<file path="src/rtl/spi_slave_byte.sv">
// Byte-level SPI mode-3 slave: synchronises the host pins into clk, deserialises MOSI,
// serialises response bytes onto MISO and flags frame/byte boundaries.
module spi_slave_byte #(
    parameter int unsigned IDX_W = 5
) (
    input  logic             clk,
    input  logic             reset,
    input  logic             ssclk,
    input  logic             scsn,
    input  logic             smosi,
    output logic             smiso,
    output logic [7:0]       rx_data,
    output logic             rx_valid,
    output logic [IDX_W-1:0] byte_idx,
    input  logic [7:0]       tx_data,
    output logic             tx_load,
    output logic             frame_start,
    output logic             frame_end,
    output logic             rx_partial
);

    localparam int unsigned BIT_W = 3;
    localparam logic [IDX_W-1:0] IDX_MAX = {IDX_W{1'b1}};
    localparam logic [BIT_W-1:0] LAST_BIT = BIT_W'(7);

    typedef enum logic {
        S_IDLE,
        S_ACTIVE
    } state_t;

    state_t state, state_nxt;

    logic sclk_s1, sclk_s2, sclk_h;
    logic csn_s1, csn_s2, csn_h;
    logic mosi_s1, mosi_s2;

    logic sclk_rise, csn_fall, csn_rise;

    logic [7:0]       rx_shift, rx_shift_nxt;
    logic [7:0]       tx_shift, tx_shift_nxt;
    logic [BIT_W-1:0] bit_cnt, bit_cnt_nxt;
    logic [7:0]       rx_data_nxt;
    logic [IDX_W-1:0] byte_idx_nxt;
    logic             idx_inc, idx_inc_nxt;
    logic             rx_valid_nxt, tx_load_nxt, frame_start_nxt, frame_end_nxt, rx_partial_nxt;

    // Chip-select syncs reset low so a select held through reset never looks like a fresh fall
    always_ff @(posedge clk) begin
        if (reset) begin
            sclk_s1 <= 1'b1;
            sclk_s2 <= 1'b1;
            sclk_h  <= 1'b1;
            csn_s1  <= 1'b0;
            csn_s2  <= 1'b0;
            csn_h   <= 1'b0;
            mosi_s1 <= 1'b0;
            mosi_s2 <= 1'b0;
        end else begin
            sclk_s1 <= ssclk;
            sclk_s2 <= sclk_s1;
            sclk_h  <= sclk_s2;
            csn_s1  <= scsn;
            csn_s2  <= csn_s1;
            csn_h   <= csn_s2;
            mosi_s1 <= smosi;
            mosi_s2 <= mosi_s1;
        end
    end

    assign sclk_rise = sclk_s2 & ~sclk_h;
    assign csn_fall  = ~csn_s2 & csn_h;
    assign csn_rise  = csn_s2 & ~csn_h;

    always_ff @(posedge clk) begin
        if (reset) begin
            state       <= S_IDLE;
            rx_shift    <= '0;
            tx_shift    <= '0;
            bit_cnt     <= '0;
            rx_data     <= '0;
            byte_idx    <= '0;
            idx_inc     <= 1'b0;
            rx_valid    <= 1'b0;
            tx_load     <= 1'b0;
            frame_start <= 1'b0;
            frame_end   <= 1'b0;
            rx_partial  <= 1'b0;
        end else begin
            state       <= state_nxt;
            rx_shift    <= rx_shift_nxt;
            tx_shift    <= tx_shift_nxt;
            bit_cnt     <= bit_cnt_nxt;
            rx_data     <= rx_data_nxt;
            byte_idx    <= byte_idx_nxt;
            idx_inc     <= idx_inc_nxt;
            rx_valid    <= rx_valid_nxt;
            tx_load     <= tx_load_nxt;
            frame_start <= frame_start_nxt;
            frame_end   <= frame_end_nxt;
            rx_partial  <= rx_partial_nxt;
        end
    end

    always_comb begin
        state_nxt       = state;
        rx_shift_nxt    = rx_shift;
        tx_shift_nxt    = tx_shift;
        bit_cnt_nxt     = bit_cnt;
        rx_data_nxt     = rx_data;
        byte_idx_nxt    = byte_idx;
        idx_inc_nxt     = 1'b0;
        rx_valid_nxt    = 1'b0;
        tx_load_nxt     = 1'b0;
        frame_start_nxt = 1'b0;
        frame_end_nxt   = 1'b0;
        rx_partial_nxt  = 1'b0;

        // Index advances one cycle after rx_valid so the pulse carries the completed byte's index
        if (idx_inc && byte_idx != IDX_MAX) begin
            byte_idx_nxt = byte_idx + IDX_W'(1);
        end

        case (state)
            S_IDLE: begin
                if (csn_fall) begin
                    state_nxt       = S_ACTIVE;
                    frame_start_nxt = 1'b1;
                    tx_load_nxt     = 1'b1;
                    tx_shift_nxt    = tx_data;
                    bit_cnt_nxt     = '0;
                    byte_idx_nxt    = '0;
                end
            end
            S_ACTIVE: begin
            end
            default: state_nxt = S_IDLE;
        endcase

        // A rise coinciding with the select fall is taken as the first bit of byte 0
        if ((state == S_ACTIVE || csn_fall) && sclk_rise) begin
            rx_shift_nxt = {rx_shift[6:0], mosi_s2};
            if (bit_cnt_nxt == LAST_BIT) begin
                rx_data_nxt  = {rx_shift[6:0], mosi_s2};
                rx_valid_nxt = 1'b1;
                tx_load_nxt  = 1'b1;
                tx_shift_nxt = tx_data;
                bit_cnt_nxt  = '0;
                idx_inc_nxt  = 1'b1;
            end else begin
                tx_shift_nxt = {tx_shift_nxt[6:0], 1'b0};
                bit_cnt_nxt  = bit_cnt_nxt + BIT_W'(1);
            end
        end

        if (state == S_ACTIVE && csn_rise) begin
            frame_end_nxt  = 1'b1;
            rx_partial_nxt = (bit_cnt_nxt != '0);
            bit_cnt_nxt    = '0;
            state_nxt      = S_IDLE;
        end
    end

    assign smiso = tx_shift[7];

endmodule
</file>
<file path="config.mk">
export PLATFORM = sky130hd
export DESIGN_NAME = spi_slave_byte
export DESIGN_NICKNAME = d
export VERILOG_FILES = /design/src/rtl/spi_slave_byte.sv
export SDC_FILE = /design/constraint.sdc
export NUM_CORES = 1
export LEC_CHECK = 0
export ABC_AREA = 1
export BUFFER_PORTS_ARGS = -buffer_cell sky130_fd_sc_hd__clkbuf_2
export CAP_MARGIN = 20
export CORE_MARGIN = 5
export CORE_UTILIZATION = 59
export DETAILED_ROUTE_END_ITERATION = 10
export PLACE_DENSITY = 0.83
export REMOVE_ABC_BUFFERS = 1
export SYNTH_ARGS = -nofsm -noshare
export SYNTH_HDL_FRONTEND = slang
export SYNTH_SLANG_ARGS = --single-unit
export TNS_END_PERCENT = 5
</file>
<file path="constraint.sdc">
create_clock -name clk -period 2.8 [get_ports clk]
set_input_delay 0.28 -clock clk [delete_from_list [all_inputs] [get_ports clk]]
set_output_delay 0.28 -clock clk [all_outputs]
set_load 0.05 [all_outputs]
</file>
==> results summary, run 1 <==
The clock slew at the register clock pins of the worst setup and hold paths came out at 0.12 ns. The post-cts hold buffer count is 0. For this run, the number of Yosys warnings is 0. IR analysis of the VDD net gives a maximum drop of 0.000409 V. The total number of placement rows came out at 20. The half-perimeter wire length of the detailed placement result is 2.52 mm.

In the final layout, the share of cells above drive strength 1 is 19.7%. The area fraction of the dominant cell type after synthesis came out at a little under half. The cell area after placement is 2050 um2. The number of enable-type register cells in the synthesized netlist came out at 0. The via count of the first global-routing pass came out at 1482. The core area is 3080 um2. The synthesis-to-layout area growth came out at 12.3%.

The core occupancy in the finished layout is 69.4%. The switching portion of total power is 21.3%. The number of remaining DRC errors is 0. The proportion of synthesized chip area in sequential cells is between 40% and 50%.

The area enclosed by the die boundary came out at around 4500 um2. The leakage power summed over all cells is 1.07 nW. The number of max-cap violations came out at 0. The number of antenna violations at the first check in global routing came to 0. The critical path is of the flop to flop type. Data on the critical path is required at its endpoint by 3.04 ns.

The routed design could run at a clock period as short as 1.88 ns. The final-layout worst hold slack came out at around 0.1 ns. The aggregate global-route resource usage came out at 18.0%. The clock insertion delay at the later pin of the skew report came out at roughly 0.35 ns. STA puts the critical path data arrival time at 2.12 ns. CTS placed an instance of sky130_fd_sc_hd__clkbuf_4 at the clock tree root. For this block, the initial DRC count from the detailed router was 79. The clock tree from TritonCTS is yes. The number of synthesized register bits came out at 45. Of all flip-flops after synthesis, the portion carrying an async set or reset was 0%. The number of instances in the synthesized netlist is between 200 and 250. The final RePlAce weighted congestion came out at 0.776. The tightest slew margin relative to the limit is between 60% and 70%.

The post-CTS setup-driven buffer insertion count is 0. The horizontal die dimension came out at 66.8 um. For this run, the leading register cell type out of synthesis is sky130_fd_sc_hd__dfxtp_1.

The number of setup violations in the final report is 0. The largest buffer count on any clock path is 2. The detailed router placed 1572 vias in this run. The number of standard cells in the layout, taps in and fillers out is around 320. The worst-case setup margin in the final layout came out at around 0.92 ns. The aggregate negative setup slack is 0 ns. The vertical die dimension came out at roughly 67 um.

0 antenna diodes ended up in the layout. The detailed-routing iteration count for the pre-antenna-repair pass is 4. The internal power of the cells totals 0.881 mW. For the pin with the worst max-slew slack, the measured transition is roughly 0.58 ns. Sequential cells account for 58.5% of the total power. Yosys attributes the largest share of cell area to sky130_fd_sc_hd__dfxtp_1, sky130_fd_sc_hd__nand2_1, sky130_fd_sc_hd__inv_1.

The area of all placed cells without fillers came out at 2140 um2. STA classifies the critical path endpoint as a flop. Combinational cells account for 4.7% of the total power.

The number of clock buffers inserted by TritonCTS is 5. The worst hold path belongs to the class primary input to flop. After the last flow step, the layout net total stands at 295. The cell count after placement came out at 315. The largest net degree at the start of global routing is 25. In this run the power density over the cells is 523 nW/um2. The H-tree generated during clock tree synthesis spans 2 levels. The number of buffers added on ports came out at 31. The global-route wire length before repair came out at 6.20 mm. The share of the cycle needed by the critical path after routing came out at 67.3%. The largest total area in the synthesized netlist belongs to sky130_fd_sc_hd__dfxtp_1. The flow ran to the end, and the final reports show no timing, DRC or antenna violations. Setup repair after global routing left no endpoint under its margin. Synthesis instantiated 27 different standard cells from the library. The synthesized area came out at 1900 um2. The number of nets with antenna violations after routing came out at 0. The number of vias per cell is between 4 and 5. The worst setup path is launched from a flop. Dividing the detail-routed wire length by the instance count gives 10.9 um. The number of clock sinks seen by CTS is 45. The post-synthesis area per instance is 7.64 um2. The final count of pins violating max slew is 0. The pre-CTS setup slack is 0.931 ns. The starting density of the core is 61.8%. The maximum fanout along the worst path came out at 24.

The count of instances resized after the clock tree is built came out at 0. The overall overflow remaining after global route is 0. The fmax is 0.531 GHz. The clock power share is 36.8%. In this run the count of I/O pins placed on the die edge is 32. The final clock skew is 0.00660 ns. The final total power came out at 1.12 mW. The final hold violation count came out at 0. The analysis attributes to net switching a power of 0.238 mW. The final routed wirelength across all metal layers is 3.52 mm.
[cells in the final DEF (no fill, tap or decap), types with 3 or more instances in the layout]
cell type,n
sky130_fd_sc_hd__or2_2,3
sky130_fd_sc_hd__clkbuf_2,31
sky130_fd_sc_hd__a21oi_2,4
sky130_fd_sc_hd__nor2_1,26
sky130_fd_sc_hd__dfxtp_1,45
sky130_fd_sc_hd__clkbuf_4,5
sky130_fd_sc_hd__nand3_1,9
sky130_fd_sc_hd__inv_2,3
sky130_fd_sc_hd__ha_1,4
sky130_fd_sc_hd__xor2_1,3
sky130_fd_sc_hd__nand2_1,57
sky130_fd_sc_hd__inv_1,33
sky130_fd_sc_hd__a21oi_1,19
sky130_fd_sc_hd__o21ai_0,23
[flip-flops by register name (all words and copies together), names as in the netlist, 3 cells and up]
signal	cells
tx_shift	8
byte_idx	5
rx_data	8
bit_cnt	3
rx_shift	7
[cells by family (layout without fill, tap and decap cells)]
kind of cell,after synthesis,in the layout,synth area share [%]
AND/OR/NAND/NOR,101,101,22.8
AO/OA/AOI/OAI,50,50,15.1
buffers and inverters,46,76,10.8
flip-flops,45,45,47.3
adder cells (fa/ha/maj),4,4,2.63
XOR/XNOR,3,3,1.38
[area by class of cell]
type | count | area (um2)
sequential | 45 | 901
tap | 44 | 55.1
inverter | 37 | 144
clock buffer | 7 | 55.1
timing repair buffer | 31 | 155
multi-input combinational | 158 | 797
clock inverter | 1 | 30.0
fill | 284 | 941
[power groups by stage]
stage	clock network (mW)	logic (mW)	registers (mW)
2_1_floorplan	0	0.0283	0.671
3_3_place_gp	0	0.0515	0.669
3_5_place_dp	0	0.0524	0.669
4_1_cts	0.419	0.0528	0.654
5_1_grt	0.450	0.0601	0.656
6_report	0.412	0.0524	0.654
[worst max-delay path: stages, from the launching register on]
cell                       delay [ns]
sky130_fd_sc_hd__dfxtp_1         0.35
sky130_fd_sc_hd__inv_2           0.14
sky130_fd_sc_hd__nand3_4         0.24
sky130_fd_sc_hd__nand2_1         0.15
sky130_fd_sc_hd__inv_1           0.05
sky130_fd_sc_hd__ha_1            0.23
sky130_fd_sc_hd__ha_1            0.24
sky130_fd_sc_hd__nand2_4         0.13
sky130_fd_sc_hd__clkinv_4        0.10
sky130_fd_sc_hd__nand2_1         0.07
sky130_fd_sc_hd__a21oi_1         0.06
[layer usage]
layer | global-route usage [%] | vias up | wire length [um]
met1 | 23.1 | 704 | 1750
li1 | - | 837 | -
met5 | 0 | - | 0
met2 | 28.7 | 26 | 1550
met4 | 7.61 | 0 | 46
met3 | 4.38 | 5 | 172
[cell usage after synthesis, types with 3 or more instances]
master                     number
sky130_fd_sc_hd__xor2_1         3
sky130_fd_sc_hd__o21ai_0       23
sky130_fd_sc_hd__clkbuf_1       4
sky130_fd_sc_hd__ha_1           4
sky130_fd_sc_hd__nand2_1       57
sky130_fd_sc_hd__nor2_1        26
sky130_fd_sc_hd__or2_2          3
sky130_fd_sc_hd__nand3_1        9
sky130_fd_sc_hd__a21oi_1       19
sky130_fd_sc_hd__a21oi_2        4
sky130_fd_sc_hd__inv_2          3
sky130_fd_sc_hd__buf_6          3
sky130_fd_sc_hd__inv_1         33
sky130_fd_sc_hd__dfxtp_1       45
[worst paths after layout]
| kind | from | end | slack, ns | cells past startpoint |
|---|---|---|---|---|
| max | state | rx_data[2] | 0.92 | 10 |
| min | smosi | mosi_s1 | 0.10 | 3 |
| max reg2reg | state | rx_data[2] | 0.92 | 10 |
| min reg2reg | mosi_s1 | mosi_s2 | 0.41 | 2 |
Power figures use the tool's default switching activity.
==> inputs of run 2 (changes only) <==
--- a/config.mk
+++ b/config.mk
@@ -5,13 +5,13 @@
 export SDC_FILE = /design/constraint.sdc
 export NUM_CORES = 1
 export LEC_CHECK = 0
-export ABC_AREA = 1
+export ABC_AREA = 0
 export BUFFER_PORTS_ARGS = -buffer_cell sky130_fd_sc_hd__clkbuf_2
 export CAP_MARGIN = 20
 export CORE_MARGIN = 5
-export CORE_UTILIZATION = 59
+export CORE_UTILIZATION = 49
 export DETAILED_ROUTE_END_ITERATION = 10
-export PLACE_DENSITY = 0.83
+export PLACE_DENSITY = 0.74
 export REMOVE_ABC_BUFFERS = 1
 export SYNTH_ARGS = -nofsm -noshare
 export SYNTH_HDL_FRONTEND = slang
==> constraint.sdc (replaced) <==
create_clock -name clk -period 1.7 [get_ports clk]
set_input_delay 0.17 -clock clk [delete_from_list [all_inputs] [get_ports clk]]
set_output_delay 0.17 -clock clk [all_outputs]
set_load 0.05 [all_outputs]
==> results summary, run 2 <==
The final RePlAce weighted congestion came out at 0.872 (+12%). The switching component of the power is 0.410 mW (+72%). The worst supply voltage drop on vdd is 0.000601 V (+47%). The final hold violation count came to 0 (unchanged).

The global-route wire length before repair came out at 6.62 mm (+6.7%). The number of setup violations in the final report is 17 (+17). The switching portion of total power came out at 22.3% (+1.0 points). The part of the total power dissipated in combinational logic is 5.7% (+1.0 points).

The diode insertion count for antenna repair was 0 (unchanged). The number of enable-type register cells in the synthesized netlist is 0 (unchanged). The number of inserted filler cells in the final layout came out at 324 (+14%).

The largest buffer count on any clock path was 2 (unchanged). The number of instances in the synthesized netlist came to 203 (-18%). The leakage power summed over all cells came out at 1.07 nW (-0.32%). In the final layout, the registers with the most flip-flops are rx_data (8), tx_shift (8), rx_shift (7).

The number of clock buffers inserted by TritonCTS is 5 (unchanged). The clock slew at the register clock pins of the worst setup and hold paths came out at 0.08 ns (-0.04 ns). The aggregate global-route resource usage is 15.6% (-2.5 points). The slew at the pin with the worst max-slew slack is 0.434 ns (-0.146 ns).

The final total power is 1.84 mW (+64%). The number of clock sinks seen by CTS is 45 (unchanged). The buffer and inverter count on the worst path came out at 1 (-2). Clock tree synthesis selected as its root buffer the cell sky130_fd_sc_hd__clkbuf_8. Leaving out fill and tap cells, the most frequent cell in the layout is sky130_fd_sc_hd__dfxtp_1. The area enclosed by the die boundary was 5240 um2 (+17%). The starting density of the core is 51.3% (-11 points).

The synthesis-to-layout area growth is 23.9%. The cell count after placement came out at 286 (-9.2%). The fmax is 0.520 GHz (-2.0%).

The cell with the most instances after synthesis is sky130_fd_sc_hd__dfxtp_1. The via count of the first global-routing pass came out at 1502 (+1.3%). On the critical path the largest part of the delay comes from simple AND/OR/NAND/NOR gates. The number of remaining DRC errors is 0 (unchanged). The vertical die dimension came out at 72.4 um (+8.3%). The horizontal die dimension is 72.4 um (+8.3%). The H-tree depth came to 2 (unchanged).

The required time at the worst-slack endpoint came to 1.88 ns (-1.16 ns). The proportion of synthesized chip area in sequential cells is 47.3% (-0.062 points). The library cells used most frequently in the layout, excluding fill and tap cells, are sky130_fd_sc_hd__dfxtp_1, sky130_fd_sc_hd__clkbuf_2, sky130_fd_sc_hd__nand2_1, sky130_fd_sc_hd__nor2_1, sky130_fd_sc_hd__buf_4. The clock insertion delay at the later pin of the skew report came out at 0.29 ns (-0.06 ns). The arrival time reported for the critical path endpoint came to 2.10 ns (-0.02 ns).

The signal on the critical path passes through or3b_4 -> and2_4 -> ha_4 -> ha_2 -> o211ai_1 -> buf_12 -> mux2i_1 -> nor2_1. The via count was 1572 (unchanged). The area of all placed cells without fillers was 2360 um2 (+10%). The DRC marker count from the first detailed-route iteration was 57 (-28%). The overall overflow remaining after global route came out at 0 (unchanged).

The proportion of layout cells with a drive suffix above 1 came out at 34.0% (+14 points). The number of nets with antenna violations after routing came out at 0 (unchanged). The final routed wirelength across all metal layers came out at 3.87 mm (+9.9%).

The tightest slew margin relative to the limit came out at 71.0% (+9.8 points). The async set-reset flop share out of synthesis came out at 0% (unchanged). The total number of placement rows came out at 22 (+10%).

The internal power summed over all cells came out at 1.43 mW (+62%). The checks that failed: setup timing. The core area is 3720 um2 (+21%). The primary flip-flop cell chosen by synthesis mapping is sky130_fd_sc_hd__dfxtp_1. The post-synthesis area per instance was 9.39 um2 (+23%).

The run finished, with violations left. The slowest stage of the critical path is the sky130_fd_sc_hd__or3b_4 cell. The synthesized area is 1910 um2 (+0.13%). By count the netlist is led by sky130_fd_sc_hd__dfxtp_1, sky130_fd_sc_hd__nand2_1, sky130_fd_sc_hd__nor2_1. The number of vias per cell is 5.33 (+9.5%).

The total of warnings raised by yosys came out at 0 (unchanged). The cell area after placement is 2180 um2 (+6.3%). The worst hold path class is primary input to flop.

The worst setup path is launched from a flop. The maximum fanout along the worst path was 8 (-67%). The number of standard cells in the layout, taps in and fillers out came out at 295 (-8.7%). By area the synthesized netlist is led by sky130_fd_sc_hd__dfxtp_1, sky130_fd_sc_hd__mux2i_1, sky130_fd_sc_hd__nand2_1. The net count reported at finish is 264 (-11%). The number of synthesized register bits is 45 (unchanged). The final count of pins violating max slew came out at 0 (unchanged). The time the worst path needs with I/O delays and setup was 1.92 ns (+0.0387 ns). The number of max-cap violations came out at 0 (unchanged). The area fraction of the dominant cell type after synthesis is 47.3% (-0.062 points). The number of top-level pins came out at 32 (unchanged).

The largest net degree at the start of global routing came out at 28 (+12%). The share of the cycle needed by the critical path after routing is 113% (+46 points). The stage delay of the slowest cell on the critical path is 0.41 ns (+0.06 ns). The routed length per placed instance is 13.1 um (+20%).

The largest total area in the synthesized netlist belongs to sky130_fd_sc_hd__dfxtp_1. The half-perimeter wire length of the detailed placement result came out at 2.71 mm (+7.5%). The worst setup path is captured at a flop. The number of unique standard cell types used by synthesis came out at 38 (+41%). The clock power share is 36.1% (-0.7 points). The worst-case setup margin in the final layout came out at -0.222 ns (-1.14 ns).

The number of buffers added on ports came out at 31 (unchanged). The sequential group share of total power was 58.3% (-0.2 points). The detailed-routing iteration count for the pre-antenna-repair pass is 4 (unchanged).

The power density over the cells is 779 nW/um2 (+49%). The clock tree from TritonCTS is yes. The number of antenna violations at the first check in global routing came out at 0 (unchanged).

The final clock skew is 0.00335 ns (-0.00324 ns). Setup repair after global routing could not meet its margin everywhere. By startpoint and endpoint, the worst setup path is classified as flop to flop.
-- run 2: cell types whose count changed after synthesis, moves of 6 or more --
| cell | delta |
|---|---|
| sky130_fd_sc_hd__a21oi_1 | -9 |
| sky130_fd_sc_hd__and3_1 | +10 |
| sky130_fd_sc_hd__inv_1 | -29 |
| sky130_fd_sc_hd__mux2i_1 | +15 |
| sky130_fd_sc_hd__nand2_1 | -35 |
| sky130_fd_sc_hd__nand3_1 | -8 |
| sky130_fd_sc_hd__nor2_1 | -6 |
| sky130_fd_sc_hd__nor2b_1 | +8 |
| sky130_fd_sc_hd__o21ai_0 | -20 |
| sky130_fd_sc_hd__o21ai_1 | +7 |
-- run 2: metal layers --
layer,GRT usage [%],vias to the layer above,part of all wire [%]
li1,-,791,-
met1,20.1,732,46
met2,26.2,47,48
met3,3.60,2,5.9
met4,3.76,0,0.44
met5,0,-,0
-- run 2: cell families (layout without fill, tap and decap cells) --
family | after synthesis | in the layout | synth area share (%)
AOI/OAI and AO/OA | 43 | 43 | 15.8
adders and majority gates | 4 | 4 | 2.63
buffers and inverters | 19 | 63 | 5.71
DFF | 45 | 45 | 47.3
xor gates and xnor gates | 4 | 4 | 1.84
and+or+nand+nor | 73 | 73 | 18.9
muxes | 15 | 15 | 7.88
-- run 2: final timing paths --
path / from / endpoint / slack, ns / cells past startpoint
max: state / rx_data[2] / -0.22 / 8
min: ssclk / sclk_s1 / 0.06 / 2
max reg2reg: state / rx_data[2] / -0.22 / 8
min reg2reg: sclk_s1 / sclk_s2 / 0.42 / 1
-- run 2: area by class of cell --
class	count	area [um2]	area share, %
multi-input combinational	139	958	40.6
inverter	4	15.0	0.636
sequential	45	908	38.5
tap	48	60.1	2.54
timing repair buffer	52	329	13.9
clock buffer	6	82.6	3.50
clock inverter	1	7.51	0.318
-- run 2: through the flow --
step	hold WS [ns]	utilization, %	worst slack (ns)	setup TNS, ns
after global routing	0.0573	63.5	-0.362	-5.02
after global placement	0.353	58.7	-0.334	-5.49
after CTS	0.0490	62.6	-0.250	-3.48
after floorplan	0.236	-	-0.793	-10.36
final	0.0571	63.5	-0.222	-3.17
after detailed placement	0.355	58.7	-0.407	-6.63
-- run 2: power groups by stage --
stage          clock (mW)  combinational (mW)  sequential, mW
6_report            0.663               0.104            1.07
5_1_grt             0.720               0.115            1.07
2_1_floorplan           0              0.0415            1.10
3_5_place_dp            0              0.0949            1.10
4_1_cts             0.686               0.100            1.07
3_3_place_gp            0              0.0942            1.10
-- run 2: worst register-to-register path, cell delays in order (launching register included) --
cell and delay [ns]:
sky130_fd_sc_hd__dfxtp_2 0.33, sky130_fd_sc_hd__or3b_4 0.41, sky130_fd_sc_hd__and2_4 0.19, sky130_fd_sc_hd__ha_4 0.16, sky130_fd_sc_hd__ha_2 0.17, sky130_fd_sc_hd__o211ai_1 0.15, sky130_fd_sc_hd__buf_12 0.18, sky130_fd_sc_hd__mux2i_1 0.18
sky130_fd_sc_hd__nor2_1 0.05
-- run 2: repair_timing --
action / in CTS / in global routing
buffers inserted: 2 / 0
pin swaps: 7 / 3
setup endpoints to repair: 20 / 20
hold buffers: 0 / 0
gates resized for setup: 12 / 7
